<file path="config.mk">
export PLATFORM = sky130hd
export DESIGN_NAME = clk_mux_ctrl_flat
export DESIGN_NICKNAME = d
export VERILOG_FILES = /design/src/rtl/clk_mux_ctrl_pkg.sv /design/src/rtl/clk_mux_ctrl_if.sv /design/src/rtl/clk_mux_ctrl_sync.sv /design/src/rtl/clk_mux_ctrl.sv /design/src/flat_wrapper.sv
export SDC_FILE = /design/constraint.sdc
export NUM_CORES = 1
export LEC_CHECK = 0
export ABC_AREA = 1
export CAP_MARGIN = 0
export CORE_UTILIZATION = 50
export DETAILED_ROUTE_END_ITERATION = 8
export PLACE_DENSITY_LB_ADDON = 0.2
export SYNTH_ARGS = -nofsm -noshare
export SYNTH_HDL_FRONTEND = slang
export SYNTH_SLANG_ARGS = --single-unit
</file>
<file path="constraint.sdc">
create_clock -name clk -period 2.4 [get_ports clk]
set_input_delay 0.48 -clock clk [delete_from_list [all_inputs] [get_ports clk]]
set_output_delay 0.48 -clock clk [all_outputs]
set_load 0.02 [all_outputs]
</file>
<file path="src/rtl/clk_mux_ctrl_pkg.sv">
// Shared types and default constants for the dual-MMCM clock-mux sequencer.
// No logic; the state encodings are fixed because they are visible on the state port.
package clk_mux_ctrl_pkg;

    typedef enum logic [2:0] {
        ST_RESET     = 3'd0,
        ST_WAIT_LOCK = 3'd1,
        ST_RUN_INT   = 3'd2,
        ST_QUALIFY   = 3'd3,
        ST_RUN_EXT   = 3'd4,
        ST_FAULT     = 3'd5
    } state_t;

    localparam int DEF_RST_CYCLES        = 16;
    localparam int DEF_LOCK_TIMEOUT      = 65535;
    localparam int DEF_EXT_STABLE_CYCLES = 4096;
    localparam int DEF_CNT_W             = 16;
    localparam int TMR_W                 = 32;

endpackage

</file>
<file path="src/rtl/clk_mux_ctrl_if.sv">
// Control/status bundle between the clock-mux sequencer and the clocking wrapper.
// master = sequencer side (drives status), slave = wrapper side (drives requests/health).
interface clk_mux_ctrl_if
    import clk_mux_ctrl_pkg::*;
#(
    parameter int CNT_W = DEF_CNT_W
);
    logic             restart;
    logic             force_int;
    logic             locked;
    logic             ext_active;
    logic             mmcm_nrst;
    logic             clk_int_select;
    logic             ext_in_use;
    logic             lock_fault;
    state_t           state;
    logic [CNT_W-1:0] switch_count;

    modport master (
        input  restart, force_int, locked, ext_active,
        output mmcm_nrst, clk_int_select, ext_in_use, lock_fault, state, switch_count
    );

    modport slave (
        output restart, force_int, locked, ext_active,
        input  mmcm_nrst, clk_int_select, ext_in_use, lock_fault, state, switch_count
    );
endinterface

</file>
<file path="src/rtl/clk_mux_ctrl_sync.sv">
// Purpose: 2-flop synchronizer for slow asynchronous status levels.
// Latency: 2 clk cycles. Backpressure: none, level signals only.
module clk_mux_ctrl_sync #(
    parameter int WIDTH = 1
) (
    input  logic             clk,
    input  logic             nrst,
    input  logic [WIDTH-1:0] async_dat,
    output logic [WIDTH-1:0] sync_dat
);
    logic [WIDTH-1:0] meta;

    always_ff @(posedge clk or negedge nrst) begin
        if (!nrst) begin
            meta     <= '0;
            sync_dat <= '0;
        end else begin
            meta     <= async_dat;
            sync_dat <= meta;
        end
    end
endmodule

</file>
<file path="src/rtl/clk_mux_ctrl.sv">
// Purpose: MMCM reset/lock sequencing and ext/int failover for the 320/40 MHz clock mux.
// Latency: async input edge to state change 3 cycles; all outputs registered. Backpressure: none.
// Option: CLK_MUX_CTRL_AUTO_FAILBACK_EN lets the mux return to external after a loss of ext clock.
module clk_mux_ctrl
    import clk_mux_ctrl_pkg::*;
#(
    parameter int RST_CYCLES        = DEF_RST_CYCLES,
    parameter int LOCK_TIMEOUT      = DEF_LOCK_TIMEOUT,
    parameter int EXT_STABLE_CYCLES = DEF_EXT_STABLE_CYCLES,
    parameter int CNT_W             = DEF_CNT_W
) (
    input logic            clk,
    input logic            nrst,
    clk_mux_ctrl_if.master bus
);
    logic             locked_s;
    logic             ext_s;
    logic             ext_ok;
    logic             fb_block;
    logic             set_fault;
    state_t           state_q;
    state_t           state_nxt;
    logic [TMR_W-1:0] tmr_q;
    logic [TMR_W-1:0] tmr_nxt;
    logic             mmcm_nrst_q;
    logic             int_sel_q;
    logic             ext_use_q;
    logic             lock_fault_q;
    logic [CNT_W-1:0] sw_cnt_q;

    clk_mux_ctrl_sync #(.WIDTH(1)) u_sync_lock (
        .clk(clk), .nrst(nrst), .async_dat(bus.locked), .sync_dat(locked_s)
    );

    clk_mux_ctrl_sync #(.WIDTH(1)) u_sync_ext (
        .clk(clk), .nrst(nrst), .async_dat(bus.ext_active), .sync_dat(ext_s)
    );

    assign ext_ok = ext_s && !bus.force_int;

`ifdef CLK_MUX_CTRL_AUTO_FAILBACK_EN
    assign fb_block = 1'b0;
`else
    logic fb_block_q;

    // Once the external clock has dropped out, stay on internal until an operator restart.
    always_ff @(posedge clk or negedge nrst) begin
        if (!nrst) begin
            fb_block_q <= 1'b0;
        end else if (bus.restart) begin
            fb_block_q <= 1'b0;
        end else if (state_q == ST_RUN_EXT && !ext_s) begin
            fb_block_q <= 1'b1;
        end
    end

    assign fb_block = fb_block_q;
`endif

    always_comb begin
        state_nxt = state_q;
        tmr_nxt   = '0;
        set_fault = 1'b0;
        case (state_q)
            ST_RESET: begin
                tmr_nxt = tmr_q + 1'b1;
                if (tmr_q == TMR_W'(RST_CYCLES - 1)) state_nxt = ST_WAIT_LOCK;
            end
            ST_WAIT_LOCK: begin
                tmr_nxt = tmr_q + 1'b1;
                if (locked_s) begin
                    state_nxt = ST_RUN_INT;
                end else if (tmr_q == TMR_W'(LOCK_TIMEOUT - 1)) begin
                    state_nxt = ST_FAULT;
                    set_fault = 1'b1;
                end
            end
            ST_RUN_INT: begin
                if (!locked_s)                 state_nxt = ST_RESET;
                else if (ext_ok && !fb_block)  state_nxt = ST_QUALIFY;
            end
            ST_QUALIFY: begin
                tmr_nxt = tmr_q + 1'b1;
                if (!locked_s)                                      state_nxt = ST_RESET;
                else if (!ext_ok)                                   state_nxt = ST_RUN_INT;
                else if (tmr_q == TMR_W'(EXT_STABLE_CYCLES - 1))    state_nxt = ST_RUN_EXT;
            end
            ST_RUN_EXT: begin
                if (!locked_s)    state_nxt = ST_RESET;
                else if (!ext_ok) state_nxt = ST_RUN_INT;
            end
            ST_FAULT: state_nxt = ST_FAULT;
            default:  state_nxt = ST_RESET;
        endcase
        // Every state entry starts its timer from zero, including a restart while already in RESET.
        if (bus.restart) begin
            state_nxt = ST_RESET;
            set_fault = 1'b0;
        end
        if (bus.restart || state_nxt != state_q) tmr_nxt = '0;
    end

    always_ff @(posedge clk or negedge nrst) begin
        if (!nrst) begin
            state_q      <= ST_RESET;
            tmr_q        <= '0;
            mmcm_nrst_q  <= 1'b0;
            int_sel_q    <= 1'b1;
            ext_use_q    <= 1'b0;
            lock_fault_q <= 1'b0;
            sw_cnt_q     <= '0;
        end else begin
            state_q     <= state_nxt;
            tmr_q       <= tmr_nxt;
            mmcm_nrst_q <= (state_nxt != ST_RESET);
            int_sel_q   <= (state_nxt != ST_RUN_EXT);
            ext_use_q   <= (state_nxt == ST_RUN_EXT);
            if (bus.restart)    lock_fault_q <= 1'b0;
            else if (set_fault) lock_fault_q <= 1'b1;
            // Entries and exits of RUN_EXT both count, whatever the exit destination.
            if (((state_q == ST_RUN_EXT) != (state_nxt == ST_RUN_EXT)) && (sw_cnt_q != '1))
                sw_cnt_q <= sw_cnt_q + 1'b1;
        end
    end

    assign bus.state          = state_q;
    assign bus.mmcm_nrst      = mmcm_nrst_q;
    assign bus.clk_int_select = int_sel_q;
    assign bus.ext_in_use     = ext_use_q;
    assign bus.lock_fault     = lock_fault_q;
    assign bus.switch_count   = sw_cnt_q;
endmodule
</file>
<file path="src/flat_wrapper.sv">
// flat-port wrapper written by rule: the top's interface ports become plain ports
module clk_mux_ctrl_flat import clk_mux_ctrl_pkg::*;
#(
    parameter int RST_CYCLES        = DEF_RST_CYCLES,
    parameter int LOCK_TIMEOUT      = DEF_LOCK_TIMEOUT,
    parameter int EXT_STABLE_CYCLES = DEF_EXT_STABLE_CYCLES,
    parameter int CNT_W             = DEF_CNT_W
)
  (clk, nrst, bus_restart, bus_force_int, bus_locked, bus_ext_active, bus_mmcm_nrst, bus_clk_int_select, bus_ext_in_use, bus_lock_fault, bus_state, bus_switch_count);
  clk_mux_ctrl_if #(.CNT_W(CNT_W)) bus_i ();
  input logic clk;
  input logic nrst;
  input wire logic [$bits(bus_i.restart)-1:0] bus_restart;
  input wire logic [$bits(bus_i.force_int)-1:0] bus_force_int;
  input wire logic [$bits(bus_i.locked)-1:0] bus_locked;
  input wire logic [$bits(bus_i.ext_active)-1:0] bus_ext_active;
  output wire logic [$bits(bus_i.mmcm_nrst)-1:0] bus_mmcm_nrst;
  output wire logic [$bits(bus_i.clk_int_select)-1:0] bus_clk_int_select;
  output wire logic [$bits(bus_i.ext_in_use)-1:0] bus_ext_in_use;
  output wire logic [$bits(bus_i.lock_fault)-1:0] bus_lock_fault;
  output wire logic [$bits(bus_i.state)-1:0] bus_state;
  output wire logic [$bits(bus_i.switch_count)-1:0] bus_switch_count;
  assign bus_i.restart = bus_restart;
  assign bus_i.force_int = bus_force_int;
  assign bus_i.locked = bus_locked;
  assign bus_i.ext_active = bus_ext_active;
  assign bus_mmcm_nrst = bus_i.mmcm_nrst;
  assign bus_clk_int_select = bus_i.clk_int_select;
  assign bus_ext_in_use = bus_i.ext_in_use;
  assign bus_lock_fault = bus_i.lock_fault;
  assign bus_state = bus_i.state;
  assign bus_switch_count = bus_i.switch_count;
  clk_mux_ctrl #(.RST_CYCLES(RST_CYCLES), .LOCK_TIMEOUT(LOCK_TIMEOUT), .EXT_STABLE_CYCLES(EXT_STABLE_CYCLES), .CNT_W(CNT_W)) u_core (.clk(clk), .nrst(nrst), .bus(bus_i));
endmodule
</file>
==> reports/qor.yml, run 1 <==
outcome: "finished, final reports clean"
fin_crit_ps: 2160
syn2layout_area_growth_pct: 18.8
slowest_delay_ps: 390
gp_congestion: 0.863
cts_sinks: 60
coreArea_mm2: 0.00679
cp_num_buf_inv: 2
max-slew-margin-rel_pct: 62.4
final_max_slew_viol_count: 0
fill_cells: 624
required_ps: 2680
critical_path.top_delay_family: "simple AND/OR/NAND/NOR gates"
io_buffers: 28
cts_buffer_depth: 2
clock_tree.root_cell: "clkbuf_8"
vdd_drop_max_v: 0.000290
synth-xor-area-share_pct: 7.69
synth_edf_count: 0
antenna_found_initial: 0
cp_slowest_cell: "dfrtp_1"
synth_seq_cells: 60
drt_iter0_drc: 199
synth_compound_area_share_pct: 3.44
syn_inst: 443
ys_seq_area_share_pct: 42.6
power_density_mw_per_mm2: 472
tns_ps: 0
asyncSetResetFlopFracSynth_pct: 100
layout-drive-gt1-share_pct: 18.5
grt_start_max_net_pins: 38
cts_hold_buffers: 0
setup_viol: 0
place_area_mm2: 0.00400
hp-class: "in -> async"
rows: 30
reg2reg_depth: 13
p_leak_nw: 1.86
reg2reg_to: "u_core.tmr_q[30]$_DFF_PN0_"
yosys-top-cells-area: "dfrtp_1 (42%), nand2_1 (7.9%), nor2_1 (7.8%), nand3_1 (5.7%), xor2_1 (5.2%)"
synth_top_area_share_pct: 41.8
finClkSkew_ps: 11.1
final_nets: 495
crit_chain: "ha_2, nand3_4, inv_2, nand2_1, nor2_4, nand3_2, nor3_2, nand2_1, nor2_1, nand4_1, xnor2_1, inv_1, nor2_1"
period_share_pct: 90.2
grt_usage_pct: 21.9
grt_pass1_vias: 2795
synth_top_family_by_area: "simple AND/OR/NAND/NOR gates"
cts_made_buffers: 9
synthAdderAreaFrac_pct: 1.06
ioPinCount: 29
finalHoldViolCount: 0
cap_violations: 0
worstSetupPathType: "reg -> reg"
hpwl_um: 5480
r2r_slack_ps: 240
vias_per_cell: 5.02
critPathMaxFanout: 6
cts_tree: "done"
worstSkewPairLatency_ps: 350
placedCellCount: 571
hold-worst-slack_ps: 123
max_freq_mhz: 462
yosys.area.top_type: "dfrtp_1"
r2r-start: "u_core.tmr_q[0]$_DFF_PN0_"
start_util_pct: 52.0
die_x_um: 86.0
cp-start-kind: "register"
synth_mux_area_share_pct: 0
worstMarginPinSlew_ps: 564
synth_warnings: 0
n_antenna_cell: 0
yosysUniqueCellTypes: 37
grt-ovfl-total: 0
grt_pass1_wl_um: 12600
wl_per_cell_um: 12.6
drtPass1Iterations: 4
htree_num_levels: 3
clk_pin_slew_ps: 70
syn_area_mm2: 0.00353
worst_ep_arrival_time_ps: 2440
die_area_mm2: 0.00740
yosys.area_share.simple_pct: 38.2
yosys_most_used_dff: "dfrtp_1"
num_vias: 2949
final_cells: 587
routed_wl_um: 7410
critPathCaptureType: "register"
route.detailed.drc: 0
syn_avg_cell_area_um2: 7.97
fin_area_mm2: 0.00420
ant_nets: 0
synthesis.nets: 452
die_h_um: 86.0
-- cell families after synthesis --
group,after synthesis
flip-flops,60
XOR/XNOR,31
buffers and inverters,58
AO/OA/AOI/OAI,18
adder cells (fa/ha/maj),3
AND/OR/NAND/NOR,273
-- flip-flops by register name, indices dropped and copies added, names as in the netlist --
| register | count |
|---|---|
| u_core.u_sync_ext.sync_dat | 1 |
| u_core.bus.clk_int_select | 1 |
| u_core.bus.lock_fault | 1 |
| u_core.bus.ext_in_use | 1 |
| u_core.bus.mmcm_nrst | 1 |
| u_core.u_sync_ext.meta | 1 |
| u_core.tmr_q | 32 |
| u_core.bus.state | 3 |
| u_core.bus.switch_count | 16 |
| u_core.u_sync_lock.sync_dat | 1 |
| u_core.fb_block | 1 |
| u_core.u_sync_lock.meta | 1 |
-- worst max-delay path by stage --
| stage | from | to | slack, ps | cells past startpoint |
|---|---|---|---|---|
| floorplan | u_core.bus.state[1]$_DFF_PN0_ | u_core.bus.switch_count[7]$_DFFE_PN0P_ | 350 | 14 |
| global placement | bus_force_int | u_core.bus.switch_count[0]$_DFFE_PN0P_ | 90 | 12 |
| detailed placement | bus_force_int | u_core.bus.switch_count[2]$_DFFE_PN0P_ | 30 | 12 |
| CTS | u_core.tmr_q[0]$_DFF_PN0_ | u_core.tmr_q[30]$_DFF_PN0_ | 170 | 13 |
| global route | u_core.tmr_q[0]$_DFF_PN0_ | u_core.tmr_q[30]$_DFF_PN0_ | -20 | 13 |
| finish | u_core.tmr_q[0]$_DFF_PN0_ | u_core.tmr_q[30]$_DFF_PN0_ | 240 | 13 |
-- synth_stat cells, types with 2 or more instances --
library cell	number
or2_1	2
nor4_1	4
nand3_1	40
inv_2	9
buf_2	2
o22ai_1	3
nor3_2	8
a21oi_2	2
xor2_1	21
nand2_1	74
inv_1	42
ha_1	3
o21ai_0	4
dfrtp_1	59
xnor2_1	10
a21oi_1	5
nor2_4	3
buf_6	2
nand3b_1	2
nand2_2	27
nand3_2	4
nor2_1	73
nor2_2	4
or2_2	2
nand4_1	12
nor3_1	15
-- final cells by class --
cell class              count  area, um^2  share of cell area, %
multi-input cells         325        1790                   42.6
flip-flops and latches     60        1500                   35.8
repair buffers             39         408                   9.72
inverters                  51         191                   4.56
clock buffers              11         131                   3.13
well taps                  96         120                   2.86
clock inverters             5        52.6                   1.25
-- cells in the final DEF, fill, tap and decap left out, types with 3 or more instances in the layout --
cell type,count
nand3_1,40
o21ai_0,4
nand2_1,74
nand2_2,27
clkinv_2,3
nor2_2,4
nor3_1,15
nand4_1,12
nor2_1,73
buf_4,7
nor2_4,3
xnor2_1,10
inv_2,9
clkdlybuf4s50_1,27
clkbuf_8,9
nand3_2,3
inv_1,42
dfrtp_1,58
nor4_1,4
o22ai_1,3
xor2_1,21
nor3_2,8
buf_12,4
a21oi_1,5
-- metal layers --
layer / share of wire [%] / track usage [%] / wire, um
met1: 48 / 30.2 / 3580
met2: 46 / 33.4 / 3420
met3: 4.2 / 5.10 / 310
met4: 1.3 / 8.79 / 96
met5: 0 / 0 / 0
-- where the power goes --
group          total [mW]  switching (mW)  internal, mW
clock network       0.875           0.401         0.474
registers            1.03          0.0108          1.02
logic              0.0740          0.0474        0.0266
total                1.98           0.459          1.52
-- worst reg2reg max path, cell delays in order (launching register included) --
cell     delay (ps)
dfrtp_1         390
ha_2            240
nand3_4         120
inv_2            70
nand2_1         120
nor2_4          170
nand3_2         130
nor3_2          180
nand2_1         150
nor2_1          120
nand4_1         100
xnor2_1         150
inv_1            50
nor2_1          100
-- per-stage QoR --
step	power, mW	worst slack (ps)	util, %
after floorplan	1.08	353	-
after global placement	1.12	90.7	58.9
after detailed placement	1.13	34.5	58.9
after CTS	2.01	169	61.6
after global routing	2.06	-15.7	61.7
final	1.98	236	61.7
-- repair_timing --
| item | CTS | global route |
|---|---|---|
| endpoints found under the setup margin | 0 | 2 |
| hold endpoints to repair | 0 | 0 |
| buffers inserted | 0 | 0 |
| resized for setup | 0 | 3 |
Note: power is estimated with default switching activity, not from simulation.
==> run 2: changes to the inputs <==
--- a/config.mk
+++ b/config.mk
@@ -9,6 +9,7 @@
 export CAP_MARGIN = 0
 export CORE_UTILIZATION = 50
 export DETAILED_ROUTE_END_ITERATION = 8
+export GPL_TIMING_DRIVEN = 0
 export PLACE_DENSITY_LB_ADDON = 0.2
 export SYNTH_ARGS = -nofsm -noshare
 export SYNTH_HDL_FRONTEND = slang
==> reports/qor.yml, run 2 (synthesized netlist as in run 1, its figures left out) <==
num_vias: 2972  # +0.78%
largest_reg_flops: 32  # unchanged
r2r_slack_ps: 200  # -40 ps
coreArea_mm2: 0.00679  # unchanged
fin_crit_ps: 2200  # +39.7 ps
layout-drive-gt1-share_pct: 19.2  # +0.65 points
max-slew-margin-rel_pct: 55.3  # -7.2 points
worstSetupPathType: "reg -> reg"
grt_start_max_net_pins: 32  # -16%
vdd_drop_max_v: 0.000338  # +17%
rows: 30  # unchanged
die_x_um: 86.0  # unchanged
die_h_um: 86.0  # unchanged
clock_tree.root_cell: "clkbuf_8"
layout_commonest_cell: "nor2_1"
top_register: "u_core.tmr_q"
antenna_found_initial: 0  # unchanged
finClkSkew_ps: 4.64  # -6.44 ps
required_ps: 2650  # -30 ps
hp-class: "in -> async"
cp_slowest_cell: "dfrtp_1"
worstMarginPinSlew_ps: 671  # +108 ps
syn2layout_area_growth_pct: 19.7
ioPinCount: 29  # unchanged
vias_per_cell: 5.07  # +0.95%
pre_cts_slack_ps: -205  # -239 ps
io_buffers: 28  # unchanged
final_core_util_pct: 62.2  # +0.44 points
grt_usage_pct: 21.3  # -0.59 points
r2r-start: "u_core.tmr_q[2]$_DFF_PN0_"
clk_pin_slew_ps: 60  # about the same
htree_num_levels: 3  # unchanged
critPathMaxFanout: 4  # -2
p_leak_nw: 1.91  # +2.7%
placedCellCount: 568  # -0.53%
cp-start-kind: "register"
hold-worst-slack_ps: 176  # +53.7 ps
period_share_pct: 91.8  # +1.7 points
power.total_mw: 1.93  # -2.8%
finalHoldViolCount: 0  # unchanged
grt_pass1_wl_um: 12400  # -1.5%
ant_nets: 0  # unchanged
drtPass1Iterations: 4  # unchanged
crit_chain: "nand3_1, nor2_4, inv_2, nor2_1, nand2_1, nor3_4, nand2_1, nor3_2, or2_1, nand3_1, nor3_1"
setup_viol: 0  # unchanged
reg2reg_to: "u_core.tmr_q[29]$_DFF_PN0_"
cap_violations: 0  # unchanged
n_antenna_cell: 0  # unchanged
place_area_mm2: 0.00395  # -1.3%
wl_per_cell_um: 12.4  # -1.6%
worstSkewPairLatency_ps: 330  # -20 ps
cts_hold_buffers: 0  # unchanged
grt-ovfl-total: 0  # unchanged
critPathCaptureType: "register"
fin_area_mm2: 0.00423  # +0.72%
max_freq_mhz: 454  # -1.8%
slowest_delay_ps: 450  # +60 ps
power_density_mw_per_mm2: 456  # -3.5%
tns_ps: 0  # unchanged
final_nets: 496  # +0.20%
die_area_mm2: 0.00740  # unchanged
cts_buffer_depth: 2  # unchanged
reg2reg_depth: 11  # -2
worst_ep_arrival_time_ps: 2460  # +20 ps
routed_wl_um: 7280  # -1.7%
critical_path.top_delay_family: "simple AND/OR/NAND/NOR gates"
cts_tree: "done"
rsz0062_at_grt: "false"
final_cells: 586  # -0.17%
cts_made_buffers: 9  # unchanged
cp_num_buf_inv: 1  # -1
start_util_pct: 52.0  # unchanged
cts_sinks: 60  # unchanged
outcome: "finished, final reports clean"
final_max_slew_viol_count: 0  # unchanged
hpwl_um: 5250  # -4.2%
grt_pass1_vias: 2779  # -0.57%
drt_iter0_drc: 159  # -20%
route.detailed.drc: 0  # unchanged
gp_congestion: 0.934  # +8.2%
worst_slack_ps: 196  # -39.7 ps
final_cell_mix: "nor2_1 (73), nand2_1 (72), dfrtp_1 (58)"
[run 2: timing repair]
item	4_1_cts	5_1_grt
endpoints found under the setup margin	0	24
resized for setup	0	15
buffers inserted	0	4
[run 2: routing by layer]
layer  up-vias  routed length, um  global-route usage (%)
li1       1512                  -                       -
met1      1393               3570                    30.2
met2        56               3310                    31.8
met3        11                271                    3.95
met4         0                126                    9.55
met5         -                  0                       0
[run 2: worst max-delay path by stage]
stage                                        startpoint                                endpoint  slack, ps  cells past startpoint
after floorplan           u_core.bus.state[1]$_DFF_PN0_  u_core.bus.switch_count[7]$_DFFE_PN0P_        350                     14
after detailed placement                  bus_force_int              u_core.tmr_q[28]$_DFF_PN0_       -200                     13
final                         u_core.tmr_q[2]$_DFF_PN0_              u_core.tmr_q[29]$_DFF_PN0_        200                     11
after global routing          u_core.tmr_q[2]$_DFF_PN0_              u_core.tmr_q[29]$_DFF_PN0_          4                     11
after global placement                             nrst  u_core.bus.switch_count[9]$_DFFE_PN0P_      -1080                      1
after CTS                     u_core.tmr_q[0]$_DFF_PN0_              u_core.tmr_q[26]$_DFF_PN0_         80                     14
[run 2: report_power, final]
part / internal (mW) / total, mW / switching [mW]
Combinational: 0.0271 / 0.0737 / 0.0466
Sequential: 1.02 / 1.03 / 0.0116
Clock: 0.444 / 0.819 / 0.375
[run 2: cell type report]
| class | count | area, um^2 |
|---|---|---|
| Clock inverter | 2 | 10.0 |
| Multi-Input combinational cell | 325 | 1840 |
| Buffer | 7 | 65.1 |
| Inverter | 51 | 191 |
| Tap cell | 96 | 120 |
| Timing Repair Buffer | 33 | 325 |
| Sequential cell | 60 | 1500 |
| Clock buffer | 12 | 165 |
| Fill cell | 593 | 2570 |
==> run 3: changes to the inputs <==
--- a/config.mk
+++ b/config.mk
@@ -5,8 +5,7 @@
 export SDC_FILE = /design/constraint.sdc
 export NUM_CORES = 1
 export LEC_CHECK = 0
-export ABC_AREA = 1
-export CAP_MARGIN = 0
+export CAP_MARGIN = 20
 export CORE_UTILIZATION = 50
 export DETAILED_ROUTE_END_ITERATION = 8
 export GPL_TIMING_DRIVEN = 0
==> reports/qor.yml, run 3 <==
critPathMaxFanout: 6  # +2
htree_num_levels: 3  # unchanged
worstMarginPinSlew_ps: 489  # -182 ps
vdd_drop_max_v: 0.000352  # +3.9%
drtPass1Iterations: 5  # +1
place_area_mm2: 0.00362  # -8.2%
synth_warnings: 0  # unchanged
ioPinCount: 29  # unchanged
reg2reg_to: "u_core.bus.switch_count[12]$_DFFE_PN0P_"
n_antenna_cell: 0  # unchanged
synth_top_area_share_pct: 46.3  # +4.5 points
clk_pin_slew_ps: 80  # +20 ps
worstSkewPairLatency_ps: 340  # about the same
die_area_mm2: 0.00670  # -9.5%
die_h_um: 81.9  # -4.9%
cts_buffer_depth: 2  # unchanged
largest_reg_flops: 32  # unchanged
swShare_pct: 23.0  # +0.56 points
synth_seq_cells: 60  # unchanged
critPathCaptureType: "register"
top_register: "u_core.tmr_q"
max_freq_mhz: 366  # -19%
rows: 28  # -6.7%
setup_viol: 17  # +17
syn_avg_cell_area_um2: 9.78  # +23%
route.detailed.drc: 0  # unchanged
cts_sinks: 60  # unchanged
grt_pass1_vias: 2457  # -12%
yosysUniqueCellTypes: 46  # +24%
cts_hold_buffers: 0  # unchanged
synth_edf_count: 0  # unchanged
yosys_most_used_dff: "dfrtp_1"
reg2reg_depth: 7  # -4
final_cell_mix: "dfrtp_1 (54), nor2_1 (43), nand2_1 (41)"
grt-ovfl-total: 0  # unchanged
grt_usage_pct: 22.4  # +1.1 points
coreArea_mm2: 0.00603  # -11%
worst_slack_ps: -329  # -525 ps
p_switching_mw: 0.453  # +4.5%
vias_per_cell: 5.52  # +8.8%
power_frac_clock_pct: 44.5  # +2.0 points
clock_tree.root_cell: "clkbuf_8"
period_share_pct: 114  # +22 points
synthTopCellsByCount: "dfrtp_1 (59), nor2_1 (44), nand2_1 (42), xnor2_1 (32), nand3_1 (18)"
fin_crit_ps: 2730  # +525 ps
yosys.area.top_type: "dfrtp_1"
yosysMostFrequentCell: "dfrtp_1"
syn_inst: 326  # -26%
violations: "negative setup slack"
finalHoldViolCount: 0  # unchanged
gp_congestion: 0.843  # -9.8%
asyncSetResetFlopFracSynth_pct: 100  # unchanged
p_leak_nw: 1.87  # -2.1%
worst_ep_arrival_time_ps: 2950  # +490 ps
required_ps: 2620  # -30 ps
finClkSkew_ps: 14.1  # +9.41 ps
wl_per_cell_um: 15.3  # +24%
syn2layout_area_growth_pct: 28.1
internal_power_mw: 1.51  # +1.2%
syn_area_mm2: 0.00319  # -9.7%
ant_nets: 0  # unchanged
cap_violations: 0  # unchanged
layout_commonest_cell: "dfrtp_1"
synthesis.nets: 335  # -26%
grt_pass1_wl_um: 11300  # -9.2%
cts_tree: "done"
p_comb_share_pct: 3.2  # -0.6 points
cp-start-kind: "register"
num_vias: 2549  # -14%
hp-class: "in -> async"
io_buffers: 28  # unchanged
yosys-top-cells-area: "dfrtp_1 (46%), xnor2_1 (8.8%), nor2_1 (5.2%), nand2_1 (4.9%), xor2_1 (3.8%)"
drt_iter0_drc: 147  # -7.5%
cp-startpoint: "u_core.tmr_q[14]$_DFF_PN0_"
final_cells: 462  # -21%
die_x_um: 81.9  # -4.9%
start_util_pct: 52.9  # +0.94 points
worstSetupPathType: "reg -> reg"
p_seq_share_pct: 52.2  # -1.5 points
antenna_found_initial: 0  # unchanged
r2r-start: "u_core.tmr_q[14]$_DFF_PN0_"
grt_start_max_net_pins: 41  # +28%
outcome: "complete, but fails checks"
rsz0062_at_grt: "true"
r2r_slack_ps: -330  # -520 ps
fin_area_mm2: 0.00408  # -3.4%
cts_made_buffers: 9  # unchanged
routed_wl_um: 7090  # -2.6%
layout-drive-gt1-share_pct: 23.8  # +4.6 points
power_density_mw_per_mm2: 481  # +5.5%
ys_seq_area_share_pct: 47.1  # +4.6 points
final_max_slew_viol_count: 0  # unchanged
max-slew-margin-rel_pct: 67.4  # +12 points
hpwl_um: 4450  # -15%
placedCellCount: 430  # -24%
final_nets: 392  # -21%
-- run 3: cell count changes after synthesis, sizes merged, moves of 4 or more --
cell | before | now
nor4 | 4 | 8
clkbuf | 1 | 9
or2 | 4 | 0
nand2 | 102 | 42
a21oi | 8 | 4
inv | 51 | 7
and3 | 0 | 14
xor2 | 21 | 14
nor3 | 23 | 5
nand4 | 13 | 9
xnor2 | 10 | 32
nand3 | 44 | 26
nor2 | 80 | 44
and4 | 0 | 8
-- run 3: power groups by stage --
stage	sequential, mW	clock, mW	combinational [mW]
after floorplan	1.04	0	0.0213
after global placement	1.05	0	0.0556
after detailed placement	1.05	0	0.0600
after CTS	1.03	0.883	0.0647
after global routing	1.03	0.937	0.0723
final	1.03	0.874	0.0638
-- run 3: logic make-up after synthesis --
logic type	count (synthesis)	share of synthesized area, %
mux	3	1.06
flops	60	47.1
fa+ha+maj	3	1.18
xor+xnor	46	12.6
buf+inv	20	2.71
simple gates	178	30.5
compound gates	16	4.83
-- run 3: what timing repair did --
item,4_1_cts,5_1_grt
gates cloned,1,0
resized for setup,18,29
pin swaps,16,16
setup endpoints to repair,49,49
buffers inserted,8,11
-- run 3: layout make-up --
class | instances | area (um^2)
fillers | 460 | 1940
multi-input cells | 246 | 1750
flip-flops and latches | 60 | 1510
repair buffers | 49 | 449
clock buffers | 10 | 128
well taps | 75 | 93.8
plain buffers | 10 | 68.8
clock inverters | 5 | 53.8
inverters | 7 | 26.3
-- run 3: stage by stage --
stage                     hold WS [ps]  setup TNS [ps]  util (%)  power [mW]  worst slack, ps
after global placement             334          -85700      59.9        1.10            -1240
after floorplan                    184           -2800         -        1.06             -234
after CTS                          103           -4820      64.9        1.97             -327
after global routing               112           -5820      67.8        2.04             -362
final                             89.4           -3860      67.8        1.96             -329
after detailed placement           336          -25310      60.1        1.11             -675
-- run 3: how the worst max path moves through the flow --
stage | to | slack [ps] | cells past startpoint
detailed placement | u_core.tmr_q[27]$_DFF_PN0_ | -680 | 9
global route | u_core.bus.switch_count[12]$_DFFE_PN0P_ | -360 | 7
finish | u_core.bus.switch_count[12]$_DFFE_PN0P_ | -330 | 7
global placement | u_core.bus.state[1]$_DFF_PN0_ | -1240 | 1
floorplan | u_core.bus.switch_count[12]$_DFFE_PN0P_ | -230 | 8
CTS | u_core.bus.switch_count[12]$_DFFE_PN0P_ | -330 | 9
-- run 3: routing by layer --
metal	vias up	global-route usage (%)	part of all wire [%]
li1	1230	-	-
met1	1260	29.4	48
met2	51	35.7	47
met3	8	4.22	3.4
met4	0	10.5	1.4
met5	-	0	0
-- run 3: worst max-delay path, stage by stage (launching register included) --
cell       delay [ps]
dfrtp_2           440
or4_4             520
a2111oi_4         300
o211ai_2          180
a2111oi_4         400
xnor2_2           250
nand4_1           190
mux2_4            330
